$ cat src/rtl/ram_dma_copier.sv
// ram_dma_copier
// Word-granular DMA copy engine sharing the data-RAM port with the CPU.
// It copies len_words 32-bit words from src_addr to dst_addr by alternating
// RAM reads and writes. It only advances while the arbiter asserts bus_gnt.
//
// Ports:
//   clk, rst            system clock, asynchronous active-high reset
//   start               one-cycle request, only honoured in IDLE
//   src_addr, dst_addr  byte addresses, low two bits dropped on capture
//   len_words           number of words to copy (0 = no RAM access)
//   fill_mode,
//   fill_value          only with DMA_FILL_EN: write fill_value instead of copying
//   bus_gnt             arbiter grant for the data-RAM port
//   busy, done          status; done is a one-cycle completion pulse
//   ram_*               RAM initiator port; read data is valid in the same cycle
//
// Optional feature macro: DMA_FILL_EN (fill mode). The default build is copy-only.
//
// state  | meaning
// IDLE   | waiting for start
// CHECK  | zero-length test on the captured count
// READ   | fetch one source word into the buffer (needs grant)
// WRITE  | store the buffer to the destination (needs grant)
// DONE   | one-cycle done pulse
module ram_dma_copier #(
  parameter int ADDR_W = 32,
  parameter int DATA_W = 32,
  parameter int LEN_W  = 16
) (
  input  logic                clk,
  input  logic                rst,
  input  logic                start,
  input  logic [ADDR_W-1:0]   src_addr,
  input  logic [ADDR_W-1:0]   dst_addr,
  input  logic [LEN_W-1:0]    len_words,
`ifdef DMA_FILL_EN
  input  logic                fill_mode,
  input  logic [DATA_W-1:0]   fill_value,
`endif
  input  logic                bus_gnt,
  output logic                busy,
  output logic                done,
  output logic                ram_ce_o,
  output logic                ram_we_o,
  output logic [DATA_W/8-1:0] ram_sel_o,
  output logic [ADDR_W-1:0]   ram_addr_o,
  output logic [DATA_W-1:0]   ram_data_o,
  input  logic [DATA_W-1:0]   ram_data_i
);

  typedef enum logic [2:0] {S_IDLE, S_CHECK, S_READ, S_WRITE, S_DONE} state_t;

  localparam logic [ADDR_W-1:0] WORD_STEP  = ADDR_W'(4);
  localparam logic [ADDR_W-1:0] ALIGN_MASK = ~ADDR_W'(3);

  state_t             state;
  logic [ADDR_W-1:0]  src;
  logic [ADDR_W-1:0]  dst;
  logic [LEN_W-1:0]   count;
  logic [DATA_W-1:0]  buffer;

`ifdef DMA_FILL_EN
  logic fill_q;
`else
  localparam logic fill_q = 1'b0;
`endif

  always_ff @(posedge clk or posedge rst) begin
    if (rst) begin
      state  <= S_IDLE;
      src    <= '0;
      dst    <= '0;
      count  <= '0;
      buffer <= '0;
      busy   <= 1'b0;
      done   <= 1'b0;
`ifdef DMA_FILL_EN
      fill_q <= 1'b0;
`endif
    end else begin
      done <= 1'b0;
      case (state)
        S_IDLE: begin
          if (start) begin
            src   <= src_addr & ALIGN_MASK;
            dst   <= dst_addr & ALIGN_MASK;
            count <= len_words;
`ifdef DMA_FILL_EN
            // Fill mode preloads the buffer once; WRITE then repeats it.
            fill_q <= fill_mode;
            if (fill_mode) buffer <= fill_value;
`endif
            busy  <= 1'b1;
            state <= S_CHECK;
          end
        end
        S_CHECK: begin
          if (count == '0) begin
            busy  <= 1'b0;
            done  <= 1'b1;
            state <= S_DONE;
          end else begin
            state <= fill_q ? S_WRITE : S_READ;
          end
        end
        S_READ: begin
          if (bus_gnt) begin
            buffer <= ram_data_i;
            src    <= src + WORD_STEP;
            state  <= S_WRITE;
          end
        end
        S_WRITE: begin
          if (bus_gnt) begin
            dst   <= dst + WORD_STEP;
            count <= count - LEN_W'(1);
            if (count == LEN_W'(1)) begin
              busy  <= 1'b0;
              done  <= 1'b1;
              state <= S_DONE;
            end else begin
              state <= fill_q ? S_WRITE : S_READ;
            end
          end
        end
        S_DONE:  state <= S_IDLE;
        default: state <= S_IDLE;
      endcase
    end
  end

  // RAM port is combinational so a granted access happens in the grant cycle;
  // every field stays zero unless ce is asserted.
  always_comb begin
    ram_ce_o   = 1'b0;
    ram_we_o   = 1'b0;
    ram_sel_o  = '0;
    ram_addr_o = '0;
    ram_data_o = '0;
    if (bus_gnt && state == S_READ) begin
      ram_ce_o   = 1'b1;
      ram_sel_o  = '1;
      ram_addr_o = src;
    end else if (bus_gnt && state == S_WRITE) begin
      ram_ce_o   = 1'b1;
      ram_we_o   = 1'b1;
      ram_sel_o  = '1;
      ram_addr_o = dst;
      ram_data_o = buffer;
    end
  end

endmodule

$ cat config.mk
export PLATFORM = sky130hd
export DESIGN_NAME = ram_dma_copier
export DESIGN_NICKNAME = d
export VERILOG_FILES = /design/src/rtl/ram_dma_copier.sv
export SDC_FILE = /design/constraint.sdc
export NUM_CORES = 1
export LEC_CHECK = 0
export ABC_AREA = 1
export CELL_PAD_IN_SITES_DETAIL_PLACEMENT = 1
export CELL_PAD_IN_SITES_GLOBAL_PLACEMENT = 1
export CORE_UTILIZATION = 32
export DETAILED_ROUTE_END_ITERATION = 6
export MAX_ROUTING_LAYER = met4
export PLACE_DENSITY_LB_ADDON = 0.1
export SLEW_MARGIN = 10
export SYNTH_ARGS = -nofsm -noshare
export SYNTH_HDL_FRONTEND = slang
export SYNTH_SLANG_ARGS = --single-unit
$ cat constraint.sdc
create_clock -name clk -period 6.4 [get_ports clk]
set_clock_uncertainty 0.2 [all_clocks]
set_input_delay 1.92 -clock clk [delete_from_list [all_inputs] [get_ports clk]]
set_output_delay 1.92 -clock clk [all_outputs]
set_load 0.005 [all_outputs]
* Word-level counts from Yosys, hierarchy flattened
Cells that the tools add are included.
Widths: inputs -> output; s select.
** Operators by class
- Mux-type cells :: 33
- Eq/ne operators :: 9
- Reduce and logical (&&, ||, !) cells :: 12
- Add/sub/neg operators :: 3
** Operators with widths (count)
- $mux 32 :: 8
- $pmux 32 s2 :: 2
- $add 32x3->32 const B :: 2
- $mux 16 :: 2
- $pmux 16 s2 :: 1
- $eq 16x1->1 const B :: 1
- $logic_not 16->1 :: 1
- $sub 16x1->16 const B :: 1
- $mux 3 :: 5
- $pmux 3 s4 :: 1
- $mux 1 :: 10
- $ne 2x2->1 const B :: 5
- $reduce_and 3->1 :: 3
- $mux 4 :: 2
- $eq 3x2->1 const B :: 2
- $reduce_and 5->1 :: 1
- $reduce_bool 2->1 :: 2
- $eq 3x1->1 const B :: 1
- $logic_not 3->1 :: 1
- $pmux 1 s3 :: 1
- $reduce_bool 3->1 :: 1
- $logic_and 1x1->1 :: 2
- $pmux 1 s2 :: 1
- $reduce_and 2->1 :: 1
** Word-level totals
- Register bits :: 117
- Input bits :: 116
- Output and inout bits :: 72
- Logic and storage cells :: 64

* Logic depth before layout (Yosys ltp)
- Word-level depth :: 4
- Gate-level depth with buffers :: 11
- Mapped depth without buffers :: 11

* Least setup slack after synthesis
OpenSTA, ideal clock, no wires.
- Kind :: in2out
- From :: input bus_gnt
- To :: output ram_data_o[10]
- Stages on the path :: 7
- Arrival time :: 2861 ps
- Setup slack :: 1419 ps
- Path buffers :: 3
- Required time :: 4280 ps
- Cell sequence :: buf_2 inv_1 nor2_4 inv_2 buf_6 buf_2 nor2_1
** On the way
- Cells in the longest elaborated chain, start to end :: 3
- Elaborated cells on any way between the ends :: 4
- Classes of those cells :: mux: 2; reduce/logical: 2
** Ends and longest elaborated chain
- start, declared :: line 40 : input logic bus_gnt,
- $logic_and 1x1->1 :: line 144 : end else if (bus_gnt && state == S_WRITE) begin
- $mux 32 :: line 144
- $mux 32 * :: line 140 : if (bus_gnt && state == S_READ) begin
- end, declared :: line 47 : output logic [DATA_W-1:0] ram_data_o,
Mark *: on every way between the ends. The rest lies on a longest branch, timed or not.

* Final worst setup path
- From :: input bus_gnt
- To :: output ram_data_o[12]
The elaborated chain is that of the path after synthesis.

==> impl_metrics.env <==
export IMPL_synth_async_reset_ratio=1.00
export IMPL_grt_pass1_vias=8606
export IMPL_maxSlewHeadroom=0.363
export IMPL_cp_end_kind="output port"
export IMPL_fmax_mhz=164
export IMPL_cp_max_fo=32
export IMPL_nFillCells=3183
export IMPL_cpMaxStageDelayCell="clkdlybuf4s50_1"
export IMPL_clkSlewWorstSetupHoldPaths_ps=60
export IMPL_wl_met1_um=12700
export IMPL_overflow=0
export IMPL_numCtsBuffers=17
export IMPL_via_per_inst=4.83
export IMPL_period_share=0.952
export IMPL_path_buf_inv=5
export IMPL_core_area_um2=24300
export IMPL_rsz0062_at_grt="no"
export IMPL_ys_warnings_count=0
export IMPL_cts_root_buf="clkbuf_16"
export IMPL_crit_chain="clkdlybuf4s50_1 > inv_1 > nor2_4 > inv_2 > buf_4 > nor2_1 > clkdlybuf4s50_1"
export IMPL_place_area_um2=9850
export IMPL_yosysMostFrequentCell="nand2_1"
export IMPL_num_vias=8360
export IMPL_tightest_slew_ps=956
export IMPL_dp_hpwl_um=21100
export IMPL_arrival_ps=3970
export IMPL_synth_edf_count=0
export IMPL_synth_top_area_frac=0.356
export IMPL_power_mw=5.09
export IMPL_setup_tns_ps=0
export IMPL_cts_tree="yes"
export IMPL_setup_viol=0
export IMPL_highest_layer="met4"
export IMPL_row_count=57
export IMPL_ys_ff_latch=113
export IMPL_rr_startpoint="state[0]"
export IMPL_htreeDepth=4
export IMPL_start_kind="input port"
export IMPL_antenna_found_initial=1
export IMPL_synthTopCellsByArea="dfrtp_1 (36%), nand2_1 (17%), nor2_1 (11%)"
export IMPL_synthFlopType="dfrtp_1"
export IMPL_hp_start="busy"
export IMPL_placement_io_buffers=181
export IMPL_die_x_um=159
export IMPL_hold_buffers=0
export IMPL_period_minus_slack_ps=6090
export IMPL_ant_nets=0
export IMPL_cts_sinks=113
export IMPL_syn_inst=1240
export IMPL_design_area_um2=10500
export IMPL_netlist_area_um2=7930
export IMPL_hold_viol=0
export IMPL_areaGrowthSynthToFinish_pct=32.3
export IMPL_ir_worst_vdd_mv=0.212
export IMPL_critPathMaxStageDelay_ps=520
export IMPL_clock_path_buffers=2
export IMPL_power_density_nw_per_um2=485
export IMPL_design_portCount=188
export IMPL_yosysUniqueCellTypes=37
export IMPL_final_core_util=0.432
export IMPL_crit_path_start="bus_gnt"
export IMPL_path_common_cell="clkdlybuf4s50_1"
export IMPL_initial_core_util=0.326
export IMPL_p_leak_nw=4.83
export IMPL_ys_seq_area_frac=0.356
export IMPL_status="complete, no violations"
export IMPL_wl_met2_um=14400
export IMPL_path_class="input port to output port"
export IMPL_dp_cells=1699
export IMPL_clk_latency_ps=420
export IMPL_grt_max_degree=89
export IMPL_dieArea_um2=25400
export IMPL_slew_violations=0
export IMPL_drtIter0Drc=448
export IMPL_cp_top_family="buffers and inverters"
export IMPL_hp_class="flop to flop"
export IMPL_wl_per_cell_um=16.4
export IMPL_die_h_um=159
export IMPL_syn_area_per_cell_um2=6.40
export IMPL_synth_top_area_cell="dfrtp_1"
export IMPL_layout_nets=1514
export IMPL_grt_util_all_layers=0.240
export IMPL_wirelength_um=28400
export IMPL_grt_first_pass_wirelength_um=46500
export IMPL_ys_top_cells_by_count="nand2_1 (356), nor2_1 (231), inv_1 (137), dfrtp_1 (113), nand3_1 (82)"
export IMPL_route_met3_wl_um=747
export IMPL_cap_viol_max_count=0
export IMPL_cp_data_required_time_ps=4280
export IMPL_first_pass_iters=4
export IMPL_post_cts_setup_buffer_count=0
export IMPL_drive_gt1_frac=0.0618
export IMPL_place_congestion=0.914
export IMPL_cts_resized=0
export IMPL_drc=0
export IMPL_fin_cells=1732
-- power by group --
group | switching [mW] | internal (mW) | total, mW
Clock | 0.378 | 0.690 | 1.07
Sequential | 0.330 | 1.07 | 1.40
Combinational | 1.67 | 0.952 | 2.62
-- worst reg2reg max path, delay by kind of cell (launching register included) --
family          cells  cell delay [ps]
compound gates      1               60
simple gates        3              760
flops               1              450
buf+inv             3             1140
-- state kept, by name, summed over array words and instances, names as in the netlist --
signal,flops
state,3
busy,1
src,30
done,1
buffer,32
count,16
dst,30
-- layout by cell type (no fill, tap or decap), drive strengths merged --
cell type	n
clkbuf	18
xor2	3
nand3b	2
dfrtp	113
inv	143
clkdlybuf4s50	181
a21oi	79
nor2	242
clkinv	6
clkinvlp	3
or2	25
diode	1
o31ai	1
nand2	363
a32o	1
conb	2
o22ai	25
o211ai	5
nor3b	1
o21bai	1
nand4	11
o21ai	78
buf	9
nor3	2
xnor2	1
bufinv	5
nand3	83
ha	4
-- path summary, 6_finish.rpt --
kind | slack [ps] | cells after the start | endpoint
setup / recovery | 310 | 7 | ram_data_o[12]
hold / removal | 290 | 2 | busy
setup reg to reg | 3650 | 7 | buffer[3]
hold reg to reg | 290 | 2 | busy
max in group asynchronous | 3200 | 3 | dst[20]
min in group asynchronous | 1860 | 2 | buffer[10]
-- per-layer routing --
metal	GRT usage	vias to the layer above
met2	0.410	126
li1	-	4213
met3	0.0320	26
met4	0.0734	0
met5	-	-
met1	0.293	3995
-- cells by family (layout without fill, tap and decap cells) --
kind of cell               after synthesis  count (layout)  share of synthesized area
AOI/OAI and AO/OA                      190             190                      0.131
xor gates and xnor gates                 4               4                    0.00442
adders and majority gates                4               4                    0.00631
buffers and inverters                  199             365                      0.114
DFF                                    113             113                      0.356
other                                    1               3                   0.000473
and+or+nand+nor                        729             729                      0.387
-- area by class of cell --
type | instances | area [um2] | area share
clock inverter | 14 | 214 | 0.0204
antenna | 1 | 2.50 | 0.000238
timing repair buffer | 190 | 1880 | 0.179
tap | 324 | 405 | 0.0386
sequential | 113 | 2830 | 0.269
clock buffer | 18 | 429 | 0.0409
multi-input combinational | 929 | 4200 | 0.400
inverter | 143 | 539 | 0.0514
-- per-stage QoR --
| stage | hold WS, ps | setup slack [ps] |
|---|---|---|
| floorplan | 264 | 1290 |
| global placement | 271 | 340 |
| detailed placement | 285 | 308 |
| CTS | 300 | 294 |
| global route | 321 | 142 |
| finish | 292 | 307 |
(Power assumes the default switching activity.)
